`src/rtl/unidade_busca_pkg.sv`:
```
// pacote_busca: shared definitions for the instruction-fetch stage.
//   estado_busca_t : fetch FSM state (BUSCA = fetching, PARADO = stalled,
//                    ERRO = halted until reset)
//   NOP_PADRAO     : default bubble word placed into IF/ID
//   INCREMENTO_PC  : sequential PC step in bytes
package pacote_busca;

    typedef enum logic [1:0] {
        BUSCA  = 2'd0,
        PARADO = 2'd1,
        ERRO   = 2'd2
    } estado_busca_t;

    localparam logic [31:0] NOP_PADRAO    = 32'h0000_0000;
    localparam logic [31:0] INCREMENTO_PC = 32'd4;

endpackage

```
`src/rtl/unidade_busca_if_id.sv`:
```
// registrador_if_id: IF/ID pipeline register.
// Holds the fetched instruction, its PC+4 and a valid flag.
//   clock, reset        : rising-edge clock, asynchronous active-high reset
//   carregar            : capture instrucao_in / pc_mais4_in as a real instruction
//   bolha               : insert a bubble (NOP, valido=0); wins over carregar
//   instrucao_in        : word from instruction memory
//   pc_mais4_in         : PC+4 of that word
//   instrucao, pc_mais4, valido : registered outputs to decode
// With neither carregar nor bolha the register holds (stall).
module registrador_if_id
    import pacote_busca::*;
#(
    parameter logic [31:0] NOP = NOP_PADRAO
) (
    input  logic        clock,
    input  logic        reset,
    input  logic        carregar,
    input  logic        bolha,
    input  logic [31:0] instrucao_in,
    input  logic [31:0] pc_mais4_in,
    output logic [31:0] instrucao,
    output logic [31:0] pc_mais4,
    output logic        valido
);

    logic [31:0] instrucao_q, instrucao_d;
    logic [31:0] pc_mais4_q,  pc_mais4_d;
    logic        valido_q,    valido_d;

    always_comb begin
        instrucao_d = instrucao_q;
        pc_mais4_d  = pc_mais4_q;
        valido_d    = valido_q;
        if (bolha) begin
            // A bubble keeps the old PC+4; only the word and valid flag matter downstream.
            instrucao_d = NOP;
            valido_d    = 1'b0;
        end else if (carregar) begin
            instrucao_d = instrucao_in;
            pc_mais4_d  = pc_mais4_in;
            valido_d    = 1'b1;
        end
    end

    always_ff @(posedge clock or posedge reset) begin
        if (reset) begin
            instrucao_q <= NOP;
            pc_mais4_q  <= 32'h0;
            valido_q    <= 1'b0;
        end else begin
            instrucao_q <= instrucao_d;
            pc_mais4_q  <= pc_mais4_d;
            valido_q    <= valido_d;
        end
    end

    assign instrucao = instrucao_q;
    assign pc_mais4  = pc_mais4_q;
    assign valido    = valido_q;

endmodule

```
`src/rtl/unidade_busca.sv`:
```
// unidade_busca: instruction-fetch stage.
// Holds the PC, drives it to the combinational instruction memory and
// captures the returned word plus PC+4 into the IF/ID register.
//   clock, reset      : rising-edge clock, asynchronous active-high reset
//   stall             : hold PC and IF/ID
//   flush             : next IF/ID capture becomes a bubble
//   desvio_tomado     : redirect PC to alvo_desvio (one bubble penalty)
//   alvo_desvio       : branch/jump target byte address
//   instrucao         : word returned by memory for endereco
//   endereco          : byte address to memory (= PC)
//   if_id_instrucao, if_id_pc_mais4, if_id_valido : IF/ID contents
//   erro              : sticky fetch error (PC out of range or misaligned target)
//   contador_busca    : saturating count of valid captures
module unidade_busca
    import pacote_busca::*;
#(
    parameter logic [31:0] RESET_PC  = 32'h0000_0000,
    parameter int          MEM_WORDS = 51,
    parameter logic [31:0] NOP       = NOP_PADRAO
) (
    input  logic        clock,
    input  logic        reset,
    input  logic        stall,
    input  logic        flush,
    input  logic        desvio_tomado,
    input  logic [31:0] alvo_desvio,
    input  logic [31:0] instrucao,
    output logic [31:0] endereco,
    output logic [31:0] if_id_instrucao,
    output logic [31:0] if_id_pc_mais4,
    output logic        if_id_valido,
    output logic        erro,
    output logic [31:0] contador_busca
);

    localparam logic [29:0] LIMITE_PALAVRAS = 30'(MEM_WORDS);

    estado_busca_t estado_q, estado_d;
    logic [31:0]   pc_q, pc_d;
    logic [31:0]   contador_q, contador_d;
    logic [31:0]   pc_mais4;
    logic          fora_faixa;
    logic          alvo_desalinhado;
    logic          carregar;
    logic          bolha;

    assign pc_mais4         = pc_q + INCREMENTO_PC;
    assign fora_faixa       = (pc_q[31:2] >= LIMITE_PALAVRAS);
    // A misaligned target only matters when the redirect is actually taken.
    assign alvo_desalinhado = desvio_tomado && (alvo_desvio[1:0] != 2'b00);

    always_comb begin
        estado_d   = estado_q;
        pc_d       = pc_q;
        contador_d = contador_q;
        carregar   = 1'b0;
        bolha      = 1'b0;
        case (estado_q)
            ERRO: begin
                // Halted: everything frozen until reset.
            end
            default: begin
                if (fora_faixa || alvo_desalinhado) begin
                    estado_d = ERRO;
                    bolha    = 1'b1;
                end else if (desvio_tomado) begin
                    // Redirect beats stall: the wrong-path word is discarded.
                    pc_d     = alvo_desvio;
                    bolha    = 1'b1;
                    estado_d = BUSCA;
                end else if (flush) begin
                    if (!stall) begin
                        pc_d = pc_mais4;
                    end
                    bolha    = 1'b1;
                    estado_d = stall ? PARADO : BUSCA;
                end else if (stall) begin
                    estado_d = PARADO;
                end else begin
                    pc_d     = pc_mais4;
                    carregar = 1'b1;
                    estado_d = BUSCA;
                    if (contador_q != 32'hFFFF_FFFF) begin
                        contador_d = contador_q + 32'd1;
                    end
                end
            end
        endcase
    end

    always_ff @(posedge clock or posedge reset) begin
        if (reset) begin
            estado_q   <= BUSCA;
            pc_q       <= RESET_PC;
            contador_q <= 32'h0;
        end else begin
            estado_q   <= estado_d;
            pc_q       <= pc_d;
            contador_q <= contador_d;
        end
    end

    registrador_if_id #(
        .NOP (NOP)
    ) u_if_id (
        .clock        (clock),
        .reset        (reset),
        .carregar     (carregar),
        .bolha        (bolha),
        .instrucao_in (instrucao),
        .pc_mais4_in  (pc_mais4),
        .instrucao    (if_id_instrucao),
        .pc_mais4     (if_id_pc_mais4),
        .valido       (if_id_valido)
    );

    assign endereco       = pc_q;
    assign erro           = (estado_q == ERRO);
    assign contador_busca = contador_q;

endmodule

```
`config.mk`:
```
export PLATFORM = sky130hd
export DESIGN_NAME = unidade_busca
export DESIGN_NICKNAME = d
export VERILOG_FILES = /design/src/rtl/unidade_busca_pkg.sv /design/src/rtl/unidade_busca_if_id.sv /design/src/rtl/unidade_busca.sv
export SDC_FILE = /design/constraint.sdc
export NUM_CORES = 1
export LEC_CHECK = 0
export ABC_AREA = 1
export ABC_CLOCK_PERIOD_IN_PS = 4890
export CAP_MARGIN = 20
export CORE_MARGIN = 1.5
export CORE_UTILIZATION = 43
export CTS_CLUSTER_SIZE = 25
export DETAILED_ROUTE_END_ITERATION = 12
export PLACE_DENSITY = 0.81
export SLEW_MARGIN = 20
export SYNTH_ARGS = -nofsm -noshare
export SYNTH_HDL_FRONTEND = slang
export SYNTH_HIERARCHICAL = 1
export SYNTH_SLANG_ARGS = --single-unit
```
`constraint.sdc`:
```
create_clock -name clock -period 4.89 [get_ports clock]
set_input_delay 1.467 -clock clock [delete_from_list [all_inputs] [get_ports clock]]
set_output_delay 1.467 -clock clock [all_outputs]
set_load 0.005 [all_outputs]
```
# Yosys cells after proc, flatten, opt, wreduce, memory -nomap -nowiden

Index checks and enable logic that the tools add are counted.

Register bits after elaboration: 131
Bits in latches: 0
Memory bits (writable): 0
ROM bits: 0
Word-level logic and storage cells: 43
Memories kept: 0

$add $sub $neg: 2
$mul: 0
Div/mod/pow operators: 0
Magnitude comparators: 1
Equality and inequality tests: 3
Shifts and indexed selects: 0
Muxes and demuxes: 18
Bitwise gates (word level): 6
Reductions and logical operators: 7

Operator list:

| cell                  | number |
|---|---|
| $mux 32               | 4 |
| $add 32x1->32 const B | 1 |
| $add 32x3->32 const B | 1 |
| $ne 32x32->1 const B  | 1 |
| $ge 30x6->1 const B   | 1 |
| $mux 1                | 13 |
| $not 1->1             | 6 |
| $reduce_and 6->1      | 1 |
| $reduce_bool 2->1     | 2 |
| $reduce_and 3->1      | 1 |
| $eq 2x2->1 const B    | 1 |
| $mux 2                | 1 |
| $ne 2x1->1 const B    | 1 |
| $reduce_and 2->1      | 1 |
| $logic_and 1x1->1     | 1 |
| $logic_or 1x1->1      | 1 |

# Logic depth before layout (Yosys ltp)

Depth in word-level cells: 7
Depth in mapped cells: 14

# Cells and area by module

The synthesis kept the hierarchy.

Modules (own cells, without submodules):

| module            | times used | cells each | area an instance (um2) | sequential area each (um2) |
|---|---|---|---|---|
| unidade_busca     | 1          | 740        | 4769.6                 | 1651.6 |
| registrador_if_id | 1          | 283        | 2548.7                 | 1626.6 |

# Least setup slack after synthesis

No wires, ideal clock.

Path type: input to register
Start: in desvio_tomado
End: reg u_if_id.pc_mais4_q[25], in the netlist u_if_id/pc_mais4[25]
Setup time: 0.066 ns
Data arrival time: 2.784 ns
Data required time: 4.824 ns
Slack: 2.040 ns
Cell stages on the path: 11
Cells stage by stage: nand2_1 nand2_1 nor2_1 nand2_2 nor2_4 nand2_4 nor3_1 buf_2 buf_2 nand3_1 nand2_1

RTL lines:

| what                           | line                      | source |
|---|---|---|
| start, declared                | unidade_busca.sv:25       | `input logic desvio_tomado,` |
| $logic_and 1x1->1              | unidade_busca.sv:50       | `assign alvo_desalinhado = desvio_tomado && (alvo_desvio[1:0] != 2'b00);` |
| $logic_or 1x1->1               | unidade_busca.sv:63       | `if (fora_faixa \|\| alvo_desalinhado) begin` |
| $mux 1 (*)                     | unidade_busca.sv:63       |  |
| $mux 1 (*)                     | unidade_busca.sv:58       | `case (estado_q)` |
| net carregar                   | unidade_busca.sv:44       | `logic carregar;` |
| $reduce_and 2->1 (no line) (*) | --                        |  |
| end signal, assigned           | unidade_busca_if_id.sv:52 | `pc_mais4_q <= pc_mais4_d;` |
| end, declared                  | unidade_busca_if_id.sv:27 | `logic [31:0] pc_mais4_q, pc_mais4_d;` |

Mark *: on every way through the listed nets, which the timed path passes. The rest lies on a longest branch.
A chain may end at the register's enable or synchronous reset.

# Final worst setup path

Start: in desvio_tomado
End: reg u_if_id.pc_mais4_q[6], in the netlist u_if_id/pc_mais4[6]

Same word-level chain as after synthesis.

==> run summary <==
* **post-layout total power** 2.47 mW
* **post-CTS setup buffer count** 0
* **core area** 16,600 sq um
* **count of input and output buffers** 198
* **power per standard cell area** 247 nW/um^2
* **final hold slack** 0.469 ns
* **Max Fclk** 255 MHz
* **routability cong.** 0.933
* **xor/xnor cell area share of the yosys netlist** 4.19%
* **final max-slew violation count** 0
* **WP data required** 5.18 ns
* **post-route fraction of the period consumed by the critical path** 80.3%
* **setup tns final** 0 ns
* **CTS buffer count** 17
* **I/O pin cnt** 199
* **Worst setup EP type** flip-flop
* **starting DRC count in detailed routing** 625
* **initial cell density of the core** 44.1%
* **DR vias/cell** 5.06
* **gate count after technology mapping** 1,023
* **synthesized-area fraction occupied by ao, oa, aoi and oai cells** 1.23%
* **combinational family with the most area after synthesis** simple AND/OR/NAND/NOR gates
* **net count after synthesis** 1,094
* **worst rel slew slack** 28.9%
* **clock-pin slew on the worst setup and hold paths** 0.06 ns
* **pre-CTS setup slack** 0.653 ns
* **clock latency of the later-clocked register in the worst-skew pair** 0.43 ns
* **worst setup path category** in -> reg
* **buffer cell driving the clock tree root** clkbuf_16
* **shortest period the worst path allows** 3.93 ns
* **wire length after detailed routing** 22,300 um
* **DIE AREA** 17,800 sq um
* **via count of the first global-routing pass** 7,127
* **arrival time at the worst endpoint** 4.22 ns
* **Antenna diodes** 0
* **GRT overflow** 0
* **H-tree lvl count** 4
* **number of iterations in the first detailed-routing pass** 5
* **run status** complete, no violations
* **element type at the critical path start** input port
* **number of max-capacitance violations reported** 0
* **Max VDD drop** 0.281 mV
* **cell area after synthesis** 7320 sq um
* **Leakage Power** 5.08 nW
* **wire length per cell after detailed routing** 15.4 um
* **Num Clock Sinks** 131
* **Adder-Cell Fraction of Synth Area** 0.342%
* **area overhead of the layout relative to synthesis** 36.7%
* **height of the chip** 133 um
* **proportion of synthesized area in mux cells** 0.410%
* **utilization after layout** 60.3%
* **share of cells above drive strength 1** 5.97%
* **setup clock skew after layout** 0.0102 ns
* **fill cell instance count of the final layout** 1,485
* **overall die width** 133 um
* **synth unique cells** 36
* **portion of the post-synthesis area used by sequential elements** 44.8%
* **setup repair after global routing missed its margin** false
* **DP Wirelength** 16,400 um
* **mean area per synthesized cell** 7.15 sq um
* **area share of and/or/nand/nor cells after synthesis** 42.5%
* **number of failing hold endpoints at the final stage** 0
* **Max Buffers Root-to-Sink** 2
* **CTS tree** done
* **Worst Path Max Fanout** 33
* **setup violators final** 0
* **final worst setup slack** 0.962 ns
* **maximum number of pins on one net before global-route repair** 66
* **slew of the pin with the lowest slew margin** 1.06 ns
* **antenna violations before repair** 2
* **global-route wire length before repair** 35,800 um
* **total global routing track utilization** 25.5%
* **hold-fix buffers at CTS** 0
* **post-cts sizing count** 0
* **post-detailed-route count of antenna-violating nets** 0
* **Synth Register Bits** 131
* **site row count** 47
* **via count** 7,303
* **number of nets in the final layout** 1,280
* **count of unresolved DRC violations after routing** 0
* **total of warnings raised by yosys** 6
* **Worst Hold Class** reg -> reg
==> worst paths after layout <==
kind	startpoint	endpoint	slack [ns]	cells past startpoint
min	u_if_id/instrucao[24]$_DFFE_PP0P_	u_if_id/instrucao[24]$_DFFE_PP0P_	0.47	2
max	desvio_tomado	u_if_id/pc_mais4[6]$_DFFE_PP0P_	0.96	12
min reg2reg	u_if_id/instrucao[24]$_DFFE_PP0P_	u_if_id/instrucao[24]$_DFFE_PP0P_	0.47	2
min in group asynchronous	reset	endereco[28]$_DFFE_PP0P_	1.45	2
max in group asynchronous	reset	u_if_id/instrucao[24]$_DFFE_PP0P_	2.46	3
max reg2reg	endereco[2]$_DFFE_PP0P_	u_if_id/pc_mais4[6]$_DFFE_PP0P_	1.96	12
==> synth_stat cells <==
library cell	count	area share [%]
nand2_1	468	24
dfrtp_1	131	45
nand3_1	119	8.1
nor2_1	103	5.3
inv_1	61	3.1
xor2_1	30	3.6
buf_2	23	1.6
nand3b_1	15	1.5
nor2_2	9	0.77
o21ai_1	6	0.41
buf_4	5	0.51
buf_6	5	0.77
o21ai_0	5	0.34
xnor2_1	5	0.60
clkbuf_1	4	0.21
or2_2	4	0.34
mux2i_1	3	0.41
nand4_1	3	0.26
nor2_4	3	0.46
ha_1	2	0.34
inv_2	2	0.10
nand2_4	2	0.31
nor2_8	2	0.55
a21boi_0	1	0.10
a21oi_1	1	0.068
a21oi_2	1	0.12
a31oi_1	1	0.086
buf_1	1	0.051
buf_8	1	0.21
nand2_2	1	0.086
nand3_2	1	0.14
nand3_4	1	0.24
nand4_2	1	0.17
nor3_1	1	0.068
nor3_2	1	0.14
o21bai_1	1	0.10
==> kinds of logic after synthesis <==
kind of cell | after synthesis
compound gates | 16
xor+xnor | 35
fa+ha+maj | 2
buf+inv | 102
flops | 131
mux | 3
simple gates | 734
==> power breakdown <==
part / internal (mW) / switching (mW) / leakage, nW
Clock: 0.765 / 0.517 / 0.292
Sequential: 1.08 / 0 / 1.69
Combinational: 0.0565 / 0.0492 / 3.10
==> state kept, by name, indices dropped and copies added, names as in the netlist <==
signal / flops
contador_busca: 32
endereco: 32
u_if_id/instrucao: 32
u_if_id/pc_mais4: 32
estado_q: 2
u_if_id/valido: 1
==> per-layer routing <==
layer  GRT usage, %  vias up  routed length, um
met5              0        -                  0
met4           11.0        0                716
met3           5.29       49               1670
met2           43.4      320              10800
met1           31.4     3372               9070
li1               -     3562                  -
==> through the flow <==
| stage | instance area, sq um | cells |
|---|---|---|
| 6_report | 10000 | 1442 |
| 5_1_grt | 10000 | 1442 |
| 4_1_cts | 10000 | 1442 |
| 2_1_floorplan | 7320 | 1023 |
| 3_3_place_gp | 9400 | 1410 |
| 3_5_place_dp | 9410 | 1410 |
==> layout make-up <==
| cell class | count | area (sq um) | share of cell area (%) |
|---|---|---|---|
| Clock inverter | 15 | 171 | 1.71 |
| Multi-Input combinational cell | 790 | 3570 | 35.7 |
| Sequential cell | 131 | 3280 | 32.8 |
| Timing Repair Buffer | 206 | 2040 | 20.4 |
| Clock buffer | 17 | 425 | 4.25 |
| Tap cell | 220 | 275 | 2.75 |
| Inverter | 63 | 236 | 2.36 |
==> worst max-delay path, stage by stage <==
cell	delay, ns
clkdlybuf4s50_1	0.49
nand2_1	0.11
nand2_1	0.05
nor2_1	0.21
nand2_2	0.10
nor2_4	0.19
nand2_4	0.10
nor3_2	0.12
buf_4	0.29
nand2_1	0.68
nand2_1	0.29
nand2_1	0.11
==> cell usage in the layout (no fill, tap or decap), types with 5 or more instances in the layout <==
master | netlist | layout
nand3_1 | 119 | 119
nand2_1 | 468 | 468
xnor2_1 | 5 | 5
o21ai_1 | 6 | 6
dfrtp_1 | 131 | 131
buf_4 | 5 | 8
nor2_1 | 103 | 102
o21ai_0 | 5 | 5
nor2_2 | 9 | 9
nand3b_1 | 15 | 15
clkbuf_16 | 0 | 17
inv_2 | 2 | 5
xor2_1 | 30 | 30
inv_1 | 61 | 58
inv_6 | 0 | 6
clkdlybuf4s50_1 | 0 | 198
No activity file was read; power rests on OpenSTA's default activity.
